===== config.mk =====
export PLATFORM = sky130hd
export DESIGN_NAME = displacement_divider_flat
export DESIGN_NICKNAME = d
export VERILOG_FILES = /design/src/rtl/displacement_divider_pkg.sv /design/src/rtl/displacement_divider_if.sv /design/src/rtl/displacement_divider_serial_udiv.sv /design/src/rtl/displacement_divider.sv /design/src/flat_wrapper.sv
export SDC_FILE = /design/constraint.sdc
export NUM_CORES = 1
export LEC_CHECK = 0
export CORE_MARGIN = 2
export CORE_UTILIZATION = 53
export CTS_CLUSTER_DIAMETER = 40
export DETAILED_ROUTE_END_ITERATION = 16
export PLACE_DENSITY = 0.77
export SYNTH_ARGS = -nofsm -noshare
export SYNTH_HDL_FRONTEND = slang
export SYNTH_SLANG_ARGS = --single-unit

===== constraint.sdc =====
create_clock -name CLK -period 4.4 [get_ports CLK]
set_input_delay 0.44 -clock CLK [delete_from_list [all_inputs] [get_ports CLK]]
set_output_delay 0.44 -clock CLK [all_outputs]
set_load 0.02 [all_outputs]

===== src/rtl/displacement_divider_pkg.sv =====
`default_nettype none
// ============================================================================
//  Module      : displacement_divider_pkg
//  Description : Shared state encoding, shift default and saturation bounds
//                for the series-elastic displacement divider.
//  Revision    : 1.0 - initial release
// ============================================================================
package displacement_divider_pkg;

    // State encoding of the top-level sequencer
    localparam logic [1:0] c_st_idle   = 2'd0;
    localparam logic [1:0] c_st_divide = 2'd1;
    localparam logic [1:0] c_st_fix    = 2'd2;
    localparam logic [1:0] c_st_done   = 2'd3;

    typedef enum logic [1:0] {
        ST_IDLE   = c_st_idle,
        ST_DIVIDE = c_st_divide,
        ST_FIX    = c_st_fix,
        ST_DONE   = c_st_done
    } state_t;

    // Spring-side encoder counts are scaled down by 2^3 before subtraction
    localparam int ENC1_SHIFT_DEFAULT = 3;

    // Largest two's complement value representable in 'width' bits
    function automatic longint sat_max(input int width);
        return (64'sd1 <<< (width - 1)) - 64'sd1;
    endfunction

    // Smallest two's complement value representable in 'width' bits
    function automatic longint sat_min(input int width);
        return -(64'sd1 <<< (width - 1));
    endfunction

endpackage
`default_nettype wire


===== src/rtl/displacement_divider_if.sv =====
`default_nettype none
// ============================================================================
//  Module      : displacement_divider_if
//  Description : Operand/result bundle between the encoder/comms logic and
//                the displacement divider.
//  Revision    : 1.0 - initial release
// ============================================================================
interface displacement_divider_if #(
    parameter int WIDTH = 24
);
    logic                    enable;
    logic signed [WIDTH-1:0] encoder0_position;
    logic signed [WIDTH-1:0] encoder1_position;
    logic signed [WIDTH-1:0] gearBoxRatio;
    logic signed [WIDTH-1:0] displacement;
    logic                    valid;
    logic                    div_zero;
    logic                    busy;

    // Producer of operands / consumer of the result
    modport master (
        output enable, encoder0_position, encoder1_position, gearBoxRatio,
        input  displacement, valid, div_zero, busy
    );

    // The divider itself
    modport slave (
        input  enable, encoder0_position, encoder1_position, gearBoxRatio,
        output displacement, valid, div_zero, busy
    );
endinterface
`default_nettype wire


===== src/rtl/displacement_divider_serial_udiv.sv =====
`default_nettype none
// ============================================================================
//  Module      : serial_udiv
//  Description : Unsigned restoring divider, one quotient bit per clock,
//                MSB first. 'start' loads the operands; 'done' is high during
//                the cycle whose closing edge retires the last quotient bit.
//  Revision    : 1.0 - initial release
// ============================================================================
module serial_udiv #(
    parameter int WIDTH = 24
) (
    input  wire logic             CLK,
    input  wire logic             reset,
    input  wire logic             start,
    input  wire logic [WIDTH-1:0] dividend,
    input  wire logic [WIDTH-1:0] divisor,
    output logic      [WIDTH-1:0] quotient,
    output logic      [WIDTH-1:0] remainder,
    output logic                  done
);
    localparam int c_cnt_w = (WIDTH > 1) ? $clog2(WIDTH) : 1;

    logic [WIDTH-1:0]   r_rem;
    logic [WIDTH-1:0]   r_quot;      // dividend bits shift out, quotient bits shift in
    logic [WIDTH-1:0]   r_div;
    logic [c_cnt_w-1:0] r_cnt;
    logic               r_active;

    logic [WIDTH:0]     w_shift;
    logic [WIDTH+1:0]   w_diff;
    logic               w_fits;

    // Trial subtraction of the divisor from the shifted partial remainder
    always_comb begin
        w_shift = {r_rem, r_quot[WIDTH-1]};
        w_diff  = {1'b0, w_shift} - {2'b00, r_div};
        w_fits  = ~w_diff[WIDTH+1];
    end

    // Load on start, then retire one quotient bit per clock
    always_ff @(posedge CLK) begin
        if (reset) begin
            r_rem    <= '0;
            r_quot   <= '0;
            r_div    <= '0;
            r_cnt    <= '0;
            r_active <= 1'b0;
        end else if (start) begin
            r_rem    <= '0;
            r_quot   <= dividend;
            r_div    <= divisor;
            r_cnt    <= c_cnt_w'(WIDTH - 1);
            r_active <= 1'b1;
        end else if (r_active) begin
            r_rem  <= w_fits ? w_diff[WIDTH-1:0] : w_shift[WIDTH-1:0];
            r_quot <= {r_quot[WIDTH-2:0], w_fits};
            if (r_cnt == '0) begin
                r_active <= 1'b0;
            end else begin
                r_cnt <= r_cnt - c_cnt_w'(1);
            end
        end
    end

    assign quotient  = r_quot;
    assign remainder = r_rem;
    assign done      = r_active && (r_cnt == '0);

endmodule
`default_nettype wire


===== src/rtl/displacement_divider.sv =====
`default_nettype none
// ============================================================================
//  Module      : displacement_divider
//  Description : Multi-cycle signed computation of
//                  encoder0_position / gearBoxRatio - (encoder1_position >>> 3)
//                with truncating division and saturation to WIDTH bits.
//                One result every WIDTH+3 cycles when enable is held high.
//  Revision    : 1.0 - initial release
// ============================================================================
module displacement_divider
    import displacement_divider_pkg::*;
#(
    parameter int WIDTH      = 24,
    parameter int ENC1_SHIFT = ENC1_SHIFT_DEFAULT
) (
    input  wire logic              CLK,
    input  wire logic              reset,
    displacement_divider_if.slave  bus
);
    localparam logic signed [WIDTH:0]   c_max_ext = (WIDTH+1)'(sat_max(WIDTH));
    localparam logic signed [WIDTH:0]   c_min_ext = (WIDTH+1)'(sat_min(WIDTH));
    localparam logic signed [WIDTH-1:0] c_max     = WIDTH'(sat_max(WIDTH));
    localparam logic signed [WIDTH-1:0] c_min     = WIDTH'(sat_min(WIDTH));

    state_t r_state;
    state_t w_state_next;

    logic signed [WIDTH-1:0] r_enc1;
    logic signed [WIDTH-1:0] r_ratio;
    logic                    r_neg;
    logic signed [WIDTH-1:0] r_result;
    logic signed [WIDTH-1:0] r_disp;
    logic                    r_valid;
    logic                    r_div_zero;
    logic                    r_busy;

    logic                    w_capture;
    logic [WIDTH-1:0]        w_enc0_mag;
    logic [WIDTH-1:0]        w_ratio_mag;
    logic [WIDTH-1:0]        w_quot;
    logic [WIDTH-1:0]        w_remainder_unused;
    logic                    w_div_done;

    logic signed [WIDTH:0]   w_q_ext;
    logic signed [WIDTH:0]   w_q_signed;
    logic signed [WIDTH-1:0] w_q_sat;
    logic signed [WIDTH-1:0] w_enc1_sh;
    logic signed [WIDTH:0]   w_diff;
    logic signed [WIDTH-1:0] w_result;

    assign w_capture = (r_state == ST_IDLE) && bus.enable;

    // Magnitudes of the live operands; the most negative value maps to 2^(WIDTH-1)
    always_comb begin
        w_enc0_mag  = bus.encoder0_position;
        w_ratio_mag = bus.gearBoxRatio;
        if (bus.encoder0_position[WIDTH-1]) begin
            w_enc0_mag = '0 - bus.encoder0_position;
        end
        if (bus.gearBoxRatio[WIDTH-1]) begin
            w_ratio_mag = '0 - bus.gearBoxRatio;
        end
    end

    serial_udiv #(
        .WIDTH (WIDTH)
    ) u_serial_udiv (
        .CLK       (CLK),
        .reset     (reset),
        .start     (w_capture),
        .dividend  (w_enc0_mag),
        .divisor   (w_ratio_mag),
        .quotient  (w_quot),
        .remainder (w_remainder_unused),
        .done      (w_div_done)
    );

    // State register
    always_ff @(posedge CLK) begin
        if (reset) begin
            r_state <= ST_IDLE;
        end else begin
            r_state <= w_state_next;
        end
    end

    // Next-state sequencing: IDLE -> DIVIDE (WIDTH cycles) -> FIX -> DONE
    always_comb begin
        w_state_next = r_state;
        case (r_state)
            ST_IDLE:   if (bus.enable) w_state_next = ST_DIVIDE;
            ST_DIVIDE: if (w_div_done) w_state_next = ST_FIX;
            ST_FIX:    w_state_next = ST_DONE;
            ST_DONE:   w_state_next = ST_IDLE;
            default:   w_state_next = ST_IDLE;
        endcase
    end

    // Sign restore, saturation and spring-offset subtraction
    always_comb begin
        w_q_ext    = signed'({1'b0, w_quot});
        w_q_signed = r_neg ? -w_q_ext : w_q_ext;
        if (w_q_signed > c_max_ext) begin
            w_q_sat = c_max;
        end else if (w_q_signed < c_min_ext) begin
            w_q_sat = c_min;
        end else begin
            w_q_sat = w_q_signed[WIDTH-1:0];
        end

        w_enc1_sh = r_enc1 >>> ENC1_SHIFT;
        w_diff    = signed'({w_q_sat[WIDTH-1], w_q_sat} - {w_enc1_sh[WIDTH-1], w_enc1_sh});
        if (w_diff > c_max_ext) begin
            w_result = c_max;
        end else if (w_diff < c_min_ext) begin
            w_result = c_min;
        end else begin
            w_result = w_diff[WIDTH-1:0];
        end
    end

    // Operand capture, result staging and output registers
    always_ff @(posedge CLK) begin
        if (reset) begin
            r_enc1     <= '0;
            r_ratio    <= '0;
            r_neg      <= 1'b0;
            r_result   <= '0;
            r_disp     <= '0;
            r_valid    <= 1'b0;
            r_div_zero <= 1'b0;
            r_busy     <= 1'b0;
        end else begin
            if (w_capture) begin
                r_enc1  <= bus.encoder1_position;
                r_ratio <= bus.gearBoxRatio;
                r_neg   <= bus.encoder0_position[WIDTH-1] ^ bus.gearBoxRatio[WIDTH-1];
            end
            if (r_state == ST_FIX) begin
                r_result <= w_result;
            end
            // A zero divisor keeps the previous displacement and flags it instead
            if (r_state == ST_DONE) begin
                if (r_ratio != '0) begin
                    r_disp     <= r_result;
                    r_div_zero <= 1'b0;
                end else begin
                    r_div_zero <= 1'b1;
                end
            end
            r_valid <= (r_state == ST_DONE);
            // Busy spans the capture edge through the edge after the result update
            r_busy  <= (w_state_next != ST_IDLE) || (r_state == ST_DONE);
        end
    end

    assign bus.displacement = r_disp;
    assign bus.valid        = r_valid;
    assign bus.div_zero     = r_div_zero;
    assign bus.busy         = r_busy;

endmodule
`default_nettype wire


===== src/flat_wrapper.sv =====
// flat-port wrapper written by rule: the top's interface ports become plain ports
module displacement_divider_flat import displacement_divider_pkg::*;
#(
    parameter int WIDTH      = 24,
    parameter int ENC1_SHIFT = ENC1_SHIFT_DEFAULT
)
  (CLK, reset, bus_enable, bus_encoder0_position, bus_encoder1_position, bus_gearBoxRatio, bus_displacement, bus_valid, bus_div_zero, bus_busy);
  displacement_divider_if #(.WIDTH(WIDTH)) bus_i ();
  input  wire logic CLK;
  input  wire logic reset;
  input wire logic [$bits(bus_i.enable)-1:0] bus_enable;
  input wire logic [$bits(bus_i.encoder0_position)-1:0] bus_encoder0_position;
  input wire logic [$bits(bus_i.encoder1_position)-1:0] bus_encoder1_position;
  input wire logic [$bits(bus_i.gearBoxRatio)-1:0] bus_gearBoxRatio;
  output wire logic [$bits(bus_i.displacement)-1:0] bus_displacement;
  output wire logic [$bits(bus_i.valid)-1:0] bus_valid;
  output wire logic [$bits(bus_i.div_zero)-1:0] bus_div_zero;
  output wire logic [$bits(bus_i.busy)-1:0] bus_busy;
  assign bus_i.enable = bus_enable;
  assign bus_i.encoder0_position = bus_encoder0_position;
  assign bus_i.encoder1_position = bus_encoder1_position;
  assign bus_i.gearBoxRatio = bus_gearBoxRatio;
  assign bus_displacement = bus_i.displacement;
  assign bus_valid = bus_i.valid;
  assign bus_div_zero = bus_i.div_zero;
  assign bus_busy = bus_i.busy;
  displacement_divider #(.WIDTH(WIDTH), .ENC1_SHIFT(ENC1_SHIFT)) u_core (.CLK(CLK), .reset(reset), .bus(bus_i));
endmodule

# Word level (Yosys, flattened, before mapping)
# Cells that the tools add are included.
dict set report word_totals {
  ff_bits 180
  in_bits 75
  output_inout_bits 27
  word_cells 64
}
dict set report classes {
  addsub 6
  magnitude_cmp 4
  eq_ne 4
  mux 20
  bitwise 3
  reduce_logical 12
}
# operator n
set ops {}
lappend ops {{24-bit two-way mux} 9}
lappend ops {{25-bit by 24-bit > comparator with 1-bit output (second input constant)} 2}
lappend ops {{25-bit by 24-bit less-than comparator with 1-bit output (second input constant)} 2}
lappend ops {{1-bit by 24-bit subtractor with 24-bit output (first input constant)} 2}
lappend ops {{25-bit by 24-bit subtractor with 26-bit output} 1}
lappend ops {{25-bit two-way mux} 1}
lappend ops {{24-bit negator with 25-bit output} 1}
lappend ops {{24-bit by 21-bit subtractor with 25-bit output} 1}
lappend ops {{24-bit nonzero test} 1}
lappend ops {{5-bit two-way mux} 3}
lappend ops {{2-bit one-hot mux with 4 select lines} 1}
lappend ops {{2-bit AND reduction} 3}
lappend ops {{5-bit zero test} 1}
lappend ops {{5-bit by 1-bit subtractor with 5-bit output (second input constant)} 1}
lappend ops {{2-bit equality test (second input constant)} 2}
lappend ops {{1-bit two-way mux} 4}
lappend ops {{2-bit two-way mux} 2}
lappend ops {{2-bit nonzero test} 2}
lappend ops {{2-bit by 1-bit equality test with 1-bit output (second input constant)} 1}
lappend ops {{1-bit logical AND} 2}
lappend ops {{2-bit zero test} 1}
lappend ops {{2-bit inequality test (second input constant)} 1}
lappend ops {{1-bit inverter} 2}
lappend ops {{2-bit OR reduction} 1}
lappend ops {{other kinds (2)} 2}

# Logic depth before layout (Yosys ltp)
# Gate-level depths: netlist (run 1).
dict set report depth {
  depth_word 9
  mapped_depth 23
  depth_no_buf 20
}

# By module
# Synthesis (run 1) repeated with hierarchy kept, for this count alone.
dict set report unflattened {
  hier_cells 1391
  area_unflattened_um2 10956.8
}
# module instances cells_each area_per_inst_um2 seq_area_each_um2
set modules_own_cells {}
lappend modules_own_cells {displacement_divider 1 851 6433.7 1981.9}
lappend modules_own_cells {serial_udiv 1 540 4523.1 1561.5}

# Least setup slack after synthesis (run 1)
# OpenSTA, ideal clock, no wires.
dict set report synth_path {
  path_type {register to register}
  start {reg u_core.u_serial_udiv.r_quot[12], in the netlist u_core.u_serial_udiv.quotient[12]}
  end {reg u_core.r_result[12]}
  t_arrival_ns 4.698
  required_ns 4.314
  setup_slack_ns -0.384
  stages_incl_launch_ff 20
  n_path_buf 3
  synth_period_minus_slack_ns 4.784
  path_cell_list {dfxtp_1 or4_4 or3_4 or3_1 buf_6 nor2_8 nand3_4 a21oi_4 buf_6 a21oi_2 ha_1 a2111oi_0 nand2_1 a2111o_1 a21oi_1 o21ai_1 xnor2_2 buf_2 maj3_1 a211oi_1}
}
dict set report synth_between {
  elab_chain_cells 9
}
# item line
set synth_rtl {}
lappend synth_rtl {{start: declaration} displacement_divider_serial_udiv.sv:24} ;# logic [WIDTH-1:0] r_quot;
lappend synth_rtl {{start signal: assignment} displacement_divider_serial_udiv.sv:50} ;# r_quot <= dividend;
lappend synth_rtl {{start signal: assignment} displacement_divider_serial_udiv.sv:56} ;# r_quot <= {r_quot[WIDTH-2:0], w_fits};
lappend synth_rtl {{24-bit negator with 25-bit output} displacement_divider.sv:102} ;# w_q_signed = r_neg ? -w_q_ext : w_q_ext;
lappend synth_rtl {{25-bit two-way mux *} displacement_divider.sv:102}
lappend synth_rtl {{25-bit by 24-bit less-than comparator with 1-bit output} displacement_divider.sv:105} ;# end else if (w_q_signed < c_min_ext) begin
lappend synth_rtl {{24-bit two-way mux} displacement_divider.sv:105}
lappend synth_rtl {{24-bit two-way mux *} displacement_divider.sv:103} ;# if (w_q_signed > c_max_ext) begin
lappend synth_rtl {{24-bit by 21-bit subtractor with 25-bit output *} displacement_divider.sv:112} ;# w_diff = signed'({w_q_sat[WIDTH-1], w_q_sat} - {w_enc1_sh[WIDTH-1], w_enc1_sh});
lappend synth_rtl {{25-bit by 24-bit less-than comparator with 1-bit output} displacement_divider.sv:115} ;# end else if (w_diff < c_min_ext) begin
lappend synth_rtl {{24-bit two-way mux} displacement_divider.sv:115}
lappend synth_rtl {{24-bit two-way mux *} displacement_divider.sv:113} ;# if (w_diff > c_max_ext) begin
lappend synth_rtl {{end signal: assignment} displacement_divider.sv:140} ;# r_result <= w_result;
lappend synth_rtl {{end: declaration} displacement_divider.sv:31} ;# logic signed [WIDTH-1:0] r_result;
# Mark *: on every way between the ends. The rest lies on a longest branch, timed or not.
# A chain may end at the register's enable or synchronous reset.

# Worst setup path in the final report (run 1)
dict set report layout_path {
  start {reg u_core.u_serial_udiv.r_quot[15], in the netlist u_core.u_serial_udiv.quotient[15]}
  end {reg u_core.r_result[17]}
}
# The elaborated chain is that of the path after synthesis.

==> results.md, run 1 <==
* Status: finished, violations left
* Failing checks: negative setup slack
* Worst-skew pair later-pin latency at 440 ps
* Clock Path Buffers at 2
* FP Rows at 52
* Die area at 22000 um^2
* Leading area contributor after synthesis: dfxtp_1
* Final period util at 112%
* Yosys top cell area share at 32.0%
* P per Cell Area at 435 nW/um^2
* Setup crit start: u_core.u_serial_udiv.quotient[15]$_SDFFE_PP0P_
* Fmax at 203 MHz
* Post-synth EDFFs at 0
* CP endpoint kind: flip-flop
* Register area share after synthesis at 32.0%
* Worst VDD drop at 0.000257 V
* Critical path launch point type: flip-flop
* Min Tclk post-route at 4930 ps
* Initial DRC count at 642
* # nets final at 1659
* Reg-to-reg startpoint: u_core.u_serial_udiv.quotient[15]$_SDFFE_PP0P_
* Top post-synthesis cells by area: dfxtp_1, ha_1, nand2_1
* Mean Syn Cell Area at 7.97 um^2
* Synth unique cells at 76
* H-tree Lvls at 4
* Rel. slew slack at 25.2%
* RSZ-0062 raised after global routing: yes
* Post-Synthesis Cell Area at 11000 um^2
* DRC viols at 0
* Finished Layout Cells at 1813
* Clock skew at 11.3 ps
* Wire per inst at 15.7 um
* Syn_nets at 1512
* Synth async-reset ratio at 0%
* Gr ovfl total at 0
* Drt total wl at 28400 um
* Most common cell in the netlist: dfxtp_1
* YS warnings at 0
* Worst Path Max Fanout at 8
* Vias per cell at 5.68
* N_diodes at 0
* IO Pins at 102
* Max-cap violation count at 0
* Clock transition at path regs at 70 ps
* Fin. Hold Viols at 0
* Via total after detailed routing at 10303
* GRT Total Usage at 25.3%
* Vias in the first global route at 9542
* First-pass GRT wire length at 46000 um
* DRT antenna net count at 0
* Util after Layout at 67.9%
* Hpwl dp at 20100 um
* Top FF cell, synth: dfxtp_1
* Dpl cells at 1761
* Pin count of the biggest net entering global routing at 94
* Root buffer cell: clkbuf_16
* Pwr Total at 6000 uW
* LEAKAGE at 0.00547 uW
* CTS Buf Count at 17
* Placer congestion estimate at 0.910
* Post-synthesis register bit count at 176
* CTS tree: built
* Mapped Cells at 1383
* DR pass1 iterations at 6
* Least-Margin Pin Slew at 1120 ps
* CP Class: flip-flop to flip-flop
* Worst Hold Class: flip-flop to flip-flop
* Synth top cells by count: dfxtp_1, nand2_1, nor2_1
* Setup violators final at 24
* Die width at 148 um
* Height of the die at 148 um
* Hold_sp: u_core.r_ratio[12]$_SDFFE_PP0P_
* Slew Limit Fails at 0
* Antenna violations before repair at 0
* Setup TNS at -11010 ps
* Area delta synth->final at 25.1%
* Final setup margin at -526 ps
* WP data required at 4740 ps
* Worst slack, placed at -591 ps
* # port buffers at 98
* Worst Path Arrival at 5270 ps
* Initial core utilization at 54.3%
* Share of cells above drive strength 1 at 16.4%
* Sink Count at 176
* Core area at 20300 um^2
* Layout filler cell count at 1627
flip-flops by register name (all words and copies together) (netlist names):
name / cells
u_core.u_serial_udiv.r_active: 1
u_core.bus.displacement: 24
u_core.u_serial_udiv.remainder: 24
u_core.r_state: 2
u_core.bus.busy: 1
u_core.r_enc1: 21
u_core.u_serial_udiv.r_div: 24
u_core.u_serial_udiv.r_cnt: 5
u_core.bus.valid: 1
u_core.bus.div_zero: 1
u_core.r_ratio: 23
u_core.r_neg: 1
u_core.u_serial_udiv.quotient: 24
u_core.r_result: 24
area by class of cell:
cell class                      count  area [um^2]  share of cell area, %
Clock inverter                     13          174                   1.26
Tap cell                          270          338                   2.45
Inverter                           76          285                   2.07
Multi-Input combinational cell   1050         7110                   51.6
Timing Repair Buffer              209         1910                   13.9
Clock buffer                       19          443                   3.21
Sequential cell                   176         3530                   25.6
per-stage QoR:
step	cell area (um^2)	hold WS, ps
final	13800	457
after floorplan	11200	436
after global placement	12900	443
after CTS	13500	457
after global routing	13800	473
after detailed placement	12900	447
report_power, final:
| group | leakage, uW | internal, uW | total (uW) | switching (uW) |
|---|---|---|---|---|
| combinational | 0.00373 | 1250 | 2620 | 1380 |
| clock | 0.000297 | 922 | 1610 | 692 |
| sequential | 0.00144 | 1700 | 1770 | 69.2 |
critical path, cell delays in order, from the launching register on:
cell and delay, ps:
dfxtp_2 320, or4_4 530, or3_4 390, or3_4 440, nor2_8 120, nand3_4 90
a21oi_4 260, buf_12 170, buf_8 130, a21oi_2 40, ha_2 300, o21a_1 130
o31ai_4 60, nand2_1 120, a2111o_1 510, a21oi_2 190, o21ai_2 110, xnor2_4 190
buf_6 170, maj3_2 320, a211oi_2 240
cell families after synthesis:
kind of cell | after synthesis | share of synthesized area [%]
adder cells (fa/ha/maj) | 77 | 8.37
AND/OR/NAND/NOR | 450 | 18.7
buffers and inverters | 157 | 5.96
flip-flops | 176 | 32.0
AO/OA/AOI/OAI | 376 | 22.7
multiplexers | 50 | 4.54
XOR/XNOR | 97 | 7.78
worst paths after layout:
kind              cells past startpoint  slack, ps                                to
hold / removal                        2        460   u_core.r_ratio[12]$_SDFFE_PP0P_
hold reg to reg                       2        460   u_core.r_ratio[12]$_SDFFE_PP0P_
setup reg to reg                     20       -530  u_core.r_result[17]$_SDFFE_PP0P_
setup / recovery                     20       -530  u_core.r_result[17]$_SDFFE_PP0P_
routing by layer:
layer  routed length (um)  GRT usage, %  up-vias
met5                    0             0        -
met4                  592          8.62        0
met3                 1160          3.31       41
met2                13300          41.6      255
met1                13400          34.4     4830
li1                     -             -     5177
placed cells by master (no fill, tap or decap), drive strengths merged, types with 18 or more instances in the layout:
cell type / synthesis / layout
a21oi: 123 / 123
inv: 76 / 81
xor2: 52 / 52
o21ai: 67 / 67
ha: 52 / 52
mux2i: 50 / 50
buf: 18 / 110
clkbuf: 63 / 21
nor3: 21 / 21
clkdlybuf4s50: 0 / 97
a211oi: 78 / 78
maj3: 23 / 23
xnor2: 45 / 45
nand2b: 18 / 18
nand2: 171 / 171
dfxtp: 176 / 176
o31ai: 24 / 24
nor2: 149 / 149
nand3: 21 / 21
repair_timing:
item                       in CTS  in global routing
hold buffers                    0                  0
setup buffers                   3                 12
setup endpoints to repair      24                 24
resized for setup               3                 22
cloned                          0                  5
pin swaps                       3                 38
No activity file was read; power rests on OpenSTA's default activity.
==> run 2, diff against run 1 <==
Settings changed: ABC_AREA from default to 1, SLEW_MARGIN from default to 20.
==> run 2 against run 1 <==
Against the previous run: the run now ends clean; sequential power rose by 2%; combinational power rose by 51%; via count rose by 24%; maximum frequency rose by 26%; clock power fell by 3%; final area rose by 1.5%; hold slack got worse by 150 ps; die area rose by 11%; critical path type unchanged; highest routed layer unchanged.
==> results.md, run 2 <==
* Setup TNS at 0 ps (was -11010 ps)
* Post-CTS Setup Repair Bufs at 0 (was 3)
* Max-cap violation count at 0 (unchanged)
* Synth top cells by count: nand2_1, inv_1, nor2_1 (was dfxtp_1, nand2_1, nor2_1)
* Fmax at 256 MHz (was 203 MHz)
* Worst r2r dst: u_core.r_result[12]$_SDFFE_PP0P_ (was u_core.r_result[17]$_SDFFE_PP0P_)
* Slew Limit Fails at 0 (unchanged)
* H-tree Lvls at 4 (unchanged)
* LEAKAGE at 0.00667 uW (was 0.00547 uW)
* Least-Margin Pin Slew at 950 ps (was 1120 ps)
* Drt total wl at 34500 um (was 28400 um)
* # port buffers at 98 (unchanged)
* Hpwl dp at 26000 um (was 20100 um)
* Layout filler cell count at 2189 (was 1627)
* Reg-to-reg startpoint: u_core.u_serial_udiv.quotient[0]$_SDFFE_PP0P_ (was u_core.u_serial_udiv.quotient[15]$_SDFFE_PP0P_)
* Worst Hold Class: input pin to flip-flop (was flip-flop to flip-flop)
* DRT antenna net count at 0 (unchanged)
* Initial core utilization at 54.1% (was 54.3%)
* Clock Path Buffers at 2 (unchanged)
* Core area at 22600 um^2 (was 20300 um^2)
* Mean Syn Cell Area at 6.15 um^2 (was 7.97 um^2)
* Pin count of the biggest net entering global routing at 62 (was 94)
* Post-synthesis register bit count at 176 (unchanged)
* Placer congestion estimate at 0.960 (was 0.910)
* Worst path most repeated cell: nand2_1
* Post-Layout Inst Area at 14000 um^2 (was 13800 um^2)
* Setup crit start: u_core.u_serial_udiv.quotient[0]$_SDFFE_PP0P_ (was u_core.u_serial_udiv.quotient[15]$_SDFFE_PP0P_)
* Placed Area at 13400 um^2 (was 12900 um^2)
* Worst Path Arrival at 4280 ps (was 5270 ps)
* Root buffer cell: clkbuf_16 (unchanged)
* Mapped Cells at 1991 (was 1383)
* Largest stage delay on the critical path at 360 ps (was 530 ps)
* Post-synth EDFFs at 0 (unchanged)
* Critical path launch point type: flip-flop (unchanged)
* Antenna violations before repair at 0 (unchanged)
* Top FF cell, synth: dfxtp_1 (unchanged)
* CTS Buf Count at 17 (unchanged)
* CP endpoint kind: flip-flop (unchanged)
* Clock skew at 11.1 ps (was 11.3 ps)
* Reg2reg path depth at 21 (was 20)
* Area delta synth->final at 14.2% (was 25.1%)
* Most common cell in the netlist: nand2_1 (was dfxtp_1)
* Worst Path Max Fanout at 23 (was 8)
* # nets final at 2182 (was 1659)
* Critical-path cell list: inv_1 -> ha_1 -> nand4_1 -> nor3_2 -> nand3_1 -> o21ai_2 -> nand2_1 -> nand2_1 -> nand2_1 -> nand2_1 -> nand2_1 -> ha_1 -> a21oi_1 -> nand2_1 -> a21oi_1 -> nand3_1 -> nand2_1 -> nand2_1 -> nand2_2 -> nand2_1 -> a21oi_2 (was or4_4 -> or3_4 -> or3_4 -> nor2_8 -> nand3_4 -> a21oi_4 -> buf_12 -> buf_8 -> a21oi_2 -> ha_2 -> o21a_1 -> o31ai_4 -> nand2_1 -> a2111o_1 -> a21oi_2 -> o21ai_2 -> xnor2_4 -> buf_6 -> maj3_2 -> a211oi_2)
* N_diodes at 0 (unchanged)
* Die area at 24300 um^2 (was 22000 um^2)
* YS warnings at 0 (unchanged)
* Gr ovfl total at 0 (unchanged)
* Crit path depth at 21 (was 20)
* Vias per cell at 5.43 (was 5.68)
* Hold buffers post-CTS at 0 (unchanged)
* P per Cell Area at 523 nW/um^2 (was 435 nW/um^2)
* Via total after detailed routing at 12764 (was 10303)
* Flop2flop setup slack at 500 ps (was -530 ps)
* CP delay by family, top: simple AND/OR/NAND/NOR gates (unchanged)
* Status: finished clean (was finished, violations left)
* Syn_nets at 2120 (was 1512)
* Worst slack, placed at 566 ps (was -591 ps)
* CP max stage cell: nand2_2 (was or4_4)
* Worst setup endpoint: u_core.r_result[12]$_SDFFE_PP0P_ (was u_core.r_result[17]$_SDFFE_PP0P_)
* Top post-synthesis cells by area: dfxtp_1, nand2_1, inv_1 (was dfxtp_1, ha_1, nand2_1)
* WP data required at 4780 ps (was 4740 ps)
* Rel. slew slack at 36.7% (was 25.2%)
* Leading area contributor after synthesis: dfxtp_1 (unchanged)
* Synth async-reset ratio at 0% (unchanged)
* First-pass GRT wire length at 56800 um (was 46000 um)
* Worst-skew pair later-pin latency at 440 ps (about the same)
* Buf+Inv Stages, Crit Path at 1 (was 3)
* Register area share after synthesis at 28.8% (was 32.0%)
* Clock transition at path regs at 70 ps (about the same)
* PostCTS Resize Cnt at 0 (was 3)
* CP Class: flip-flop to flip-flop (unchanged)
* Dpl cells at 2319 (was 1761)
* DR pass1 iterations at 6 (unchanged)
* Height of the die at 156 um (was 148 um)
* Yosys top cell area share at 28.8% (was 32.0%)
* Die width at 156 um (was 148 um)
* DRC viols at 0 (unchanged)
* Commonest cells after routing, fill and taps aside: nand2_1, inv_1, nor2_1 (was dfxtp_1, nand2_1, nor2_1)
* Sink Count at 176 (unchanged)
* Min Tclk post-route at 3900 ps (was 4930 ps)
* Setup violators final at 0 (was 24)
* FP Rows at 55 (was 52)
* Hold_sp: reset (was u_core.r_ratio[12]$_SDFFE_PP0P_)
* Pwr Total at 7320 uW (was 6000 uW)
* Finished Layout Cells at 2351 (was 1813)
* Wire per inst at 14.7 um (was 15.7 um)
* Post-Synthesis Cell Area at 12300 um^2 (was 11000 um^2)
* CTS tree: built (unchanged)
* Most common cell after layout, fill and taps aside: nand2_1 (was dfxtp_1)
* Synth unique cells at 49 (was 76)
* Vias in the first global route at 11756 (was 9542)
* GRT Total Usage at 28.7% (was 25.3%)
* RSZ-0062 raised after global routing: no (was yes)
* Worst VDD drop at 0.000471 V (was 0.000257 V)
* Final setup margin at 498 ps (was -526 ps)
* Fin. Hold Viols at 0 (unchanged)
* IO Pins at 102 (unchanged)
* Final period util at 88.7% (was 112%)
* Share of cells above drive strength 1 at 5.28% (was 16.4%)
* Initial DRC count at 888 (was 642)
run 2: layout make-up:
type,count,area (um^2),area share (%)
Tap cell,285,357,2.55
Clock buffer,18,439,3.14
Multi-Input combinational cell,1457,7320,52.3
Clock inverter,14,173,1.23
Timing Repair Buffer,112,1090,7.82
Inverter,289,1090,7.77
Sequential cell,176,3520,25.2
run 2: metal layers:
| metal | track usage [%] | share of wire [%] | up-vias |
|---|---|---|---|
| met3 | 3.78 | 5.4 | 61 |
| li1 | - | - | 6471 |
| met4 | 8.52 | 2.4 | 0 |
| met5 | 0 | 0 | - |
| met1 | 37.1 | 44 | 5854 |
| met2 | 50.0 | 48 | 378 |
run 2: where the power goes:
| group | switching [uW] | internal, uW |
|---|---|---|
| sequential | 88.0 | 1720 |
| combinational | 2620 | 1330 |
| clock | 734 | 826 |
run 2: logic make-up after synthesis:
family	Yosys count	synth area share (%)
AOI/OAI and AO/OA	323	14.6
xor gates and xnor gates	59	4.22
adders and majority gates	54	5.64
buffers and inverters	358	11.5
DFF	176	28.8
and+or+nand+nor	1021	35.2
run 2: worst min path at each step:
stage                                                  endpoint  slack [ps]  depth (start not counted)
floorplan                       u_core.r_ratio[14]$_SDFFE_PP0P_         420                          2
global placement                u_core.r_ratio[14]$_SDFFE_PP0P_         440                          2
detailed placement              u_core.r_ratio[14]$_SDFFE_PP0P_         450                          2
CTS                 u_core.u_serial_udiv.r_div[15]$_SDFFE_PP0P_         310                          2
global route        u_core.u_serial_udiv.r_div[15]$_SDFFE_PP0P_         310                          2
finish              u_core.u_serial_udiv.r_div[15]$_SDFFE_PP0P_         310                          2
run 2: worst reg2reg max path: cells and delay by family (launching register included):
| family | cells | cell delay, ps |
|---|---|---|
| compound gates | 4 | 940 |
| fa+ha+maj | 2 | 560 |
| buf+inv | 1 | 130 |
| flops | 1 | 330 |
| simple gates | 14 | 1910 |
run 2: through the flow:
stage	util, %	hold slack (ps)
finish	61.8	305
global route	61.8	307
CTS	61.8	309
detailed placement	59.1	450
global placement	59.1	439
floorplan	-	421
==> run 3, diff against run 2 <==
Settings changed: CAP_MARGIN from default to 40, CORE_MARGIN 2 to default, TNS_END_PERCENT from default to 5.
==> run 3 against run 2 <==
Against the previous run: first-iteration DRC count fell by 1.5%; critical path type unchanged; count of clock-buffer cells in the layout decreased by 1; critical endpoint is now u_core.r_result[3]$_SDFFE_PP0P_; cell count did not move; total power barely moved; hold slack gained 150 ps; non-clock buffer count stayed put; final area about the same; maximum frequency shrank 2.6%; critical path depth stayed put; flip-flop and latch count is the same.
==> results.md, run 3 (synthesis gave the netlist of run 2 again) <==
* Share of cells above drive strength 1 at 5.28% (unchanged)
* Gr ovfl total at 0 (unchanged)
* Finished Layout Cells at 2351 (unchanged)
* Root buffer cell: clkbuf_16 (unchanged)
* WP data required at 4770 ps (was 4780 ps)
* Clock transition at path regs at 80 ps (was 70 ps)
* Antenna violations before repair at 0 (unchanged)
* Area delta synth->final at 14.2% (about the same)
* Core area at 22600 um^2 (unchanged)
* Util after Layout at 61.8% (about the same)
* Vias in the first global route at 11755 (was 11756)
* Area taken by multi-input logic gates at 7320 um^2 (unchanged)
* Fmax at 250 MHz (was 256 MHz)
* Least-Margin Pin Slew at 738 ps (was 950 ps)
* Flop2flop setup slack at 390 ps (was 500 ps)
* Final period util at 91.0% (was 88.7%)
* Rel. slew slack at 50.5% (was 36.7%)
* Wire per inst at 14.5 um (was 14.7 um)
* Worst-skew pair later-pin latency at 450 ps (was 440 ps)
* Worst Path Arrival at 4380 ps (was 4280 ps)
* Hold buffers post-CTS at 0 (unchanged)
* Worst r2r dst: u_core.r_result[3]$_SDFFE_PP0P_ (was u_core.r_result[12]$_SDFFE_PP0P_)
* DRC viols at 0 (unchanged)
* Min Tclk post-route at 4010 ps (was 3900 ps)
* Vias per cell at 5.42 (was 5.43)
* Fin. Hold Viols at 0 (unchanged)
* CP endpoint kind: flip-flop (unchanged)
* Clock Path Buffers at 2 (unchanged)
* Worst Path Max Fanout at 23 (unchanged)
* Pwr Total at 7310 uW (was 7320 uW)
* N_diodes at 0 (unchanged)
* DRT antenna net count at 0 (unchanged)
* # port buffers at 98 (unchanged)
* Placed Area at 13400 um^2 (about the same)
* Via total after detailed routing at 12743 (was 12764)
* P per Cell Area at 523 nW/um^2 (about the same)
* Critical path launch point type: flip-flop (unchanged)
* Setup violators final at 0 (unchanged)
* Worst setup endpoint: u_core.r_result[3]$_SDFFE_PP0P_ (was u_core.r_result[12]$_SDFFE_PP0P_)
* Initial core utilization at 54.1% (unchanged)
* Clock skew at 17.0 ps (was 11.1 ps)
* DR pass1 iterations at 5 (was 6)
* # nets final at 2182 (unchanged)
* CTS tree: built (unchanged)
* Initial DRC count at 875 (was 888)
* PostCTS Resize Cnt at 0 (unchanged)
* Sink Count at 176 (unchanged)
* CTS Buf Count at 17 (unchanged)
* Post-CTS Setup Repair Bufs at 0 (unchanged)
* Height of the die at 154 um (was 156 um)
* FP Rows at 55 (unchanged)
* Placer congestion estimate at 0.993 (was 0.960)
* RSZ-0062 raised after global routing: no (unchanged)
* Setup TNS at 0 ps (unchanged)
* Most common cell after layout, fill and taps aside: nand2_1 (unchanged)
* Setup crit start: u_core.u_serial_udiv.quotient[0]$_SDFFE_PP0P_ (unchanged)
* Die area at 23700 um^2 (was 24300 um^2)
* Post-Layout Inst Area at 14000 um^2 (about the same)
* Slew Limit Fails at 0 (unchanged)
* Status: finished clean (unchanged)
* Dpl cells at 2318 (was 2319)
* LEAKAGE at 0.00667 uW (about the same)
* Pin count of the biggest net entering global routing at 67 (was 62)
* Register area at 3520 um^2 (unchanged)
* Drt total wl at 34200 um (was 34500 um)
* Die width at 154 um (was 156 um)
* First-pass GRT wire length at 56200 um (was 56800 um)
* CP Class: flip-flop to flip-flop (unchanged)
* Layout filler cell count at 2175 (was 2189)
* GRT Total Usage at 29.3% (was 28.7%)
* Worst VDD drop at 0.000394 V (was 0.000471 V)
* Reg-to-reg startpoint: u_core.u_serial_udiv.quotient[0]$_SDFFE_PP0P_ (unchanged)
* IO Pins at 102 (unchanged)
* Hpwl dp at 25700 um (was 26000 um)
* Max-cap violation count at 0 (unchanged)
* H-tree Lvls at 4 (unchanged)
* Reg2reg path depth at 21 (unchanged)
* Commonest cells after routing, fill and taps aside: nand2_1, inv_1, nor2_1 (unchanged)
* Worst Hold Class: flip-flop to flip-flop (was input pin to flip-flop)
[run 3: cell count changes in the layout (fill, tap and decap cells not counted), sizes merged]
| cell | change |
|---|---|
| bufinv | -1 |
| clkbuf | -1 |
| inv | +1 |
| clkinv | +1 |
[run 3: per-layer routing]
metal  global-route usage [%]  share of wire (%)
met3                     3.44                5.7
met5                        0                  0
met2                     50.0                 47
met1                     37.2                 44
met4                     12.7                3.5
[run 3: where the power goes]
| group | internal (uW) | switching (uW) | total (uW) |
|---|---|---|---|
| combinational | 1360 | 2620 | 3980 |
| sequential | 1720 | 88.5 | 1810 |
| clock | 762 | 764 | 1530 |
| total | 3840 | 3470 | 7310 |
[run 3: worst min-delay path by stage]
stage	start	endpoint	slack [ps]	depth (start not counted)
after floorplan	u_core.r_ratio[14]$_SDFFE_PP0P_	u_core.r_ratio[14]$_SDFFE_PP0P_	420	2
after global placement	u_core.r_ratio[14]$_SDFFE_PP0P_	u_core.r_ratio[14]$_SDFFE_PP0P_	440	2
after detailed placement	u_core.r_ratio[14]$_SDFFE_PP0P_	u_core.r_ratio[14]$_SDFFE_PP0P_	440	2
after CTS	reset	u_core.r_ratio[14]$_SDFFE_PP0P_	430	4
after global routing	reset	u_core.r_ratio[14]$_SDFFE_PP0P_	450	4
final	u_core.r_ratio[14]$_SDFFE_PP0P_	u_core.r_ratio[14]$_SDFFE_PP0P_	460	2
[run 3: through the flow]
stage | worst slack, ps | hold WS (ps)
after detailed placement | 537 | 444
after floorplan | 1260 | 421
final | 394 | 457
after global placement | 689 | 436
after CTS | 505 | 433
after global routing | 4.93 | 454
[run 3: layout make-up]
cell class	count	share of cell area [%]
inverter	289	7.77
clock buffer	17	3.04
sequential	176	25.2
clock inverter	15	1.18
tap	285	2.55
timing repair buffer	112	7.99
multi-input combinational	1457	52.3
[run 3: worst max-delay path: stages (launching register included)]
cell,delay (ps)
dfxtp_1,330
inv_1,140
ha_1,220
nand4_1,170
nor3_2,280
nand3_1,130
nand2_1,170
nand2_1,70
buf_4,200
a21oi_1,410
ha_1,330
nand3_1,90
nand2_1,140
nand2_1,110
nand2_2,90
nand2_1,100
nand3_1,130
nand2_1,90
nand2_1,60
nand2_2,350
nand2_1,140
a21oi_2,160
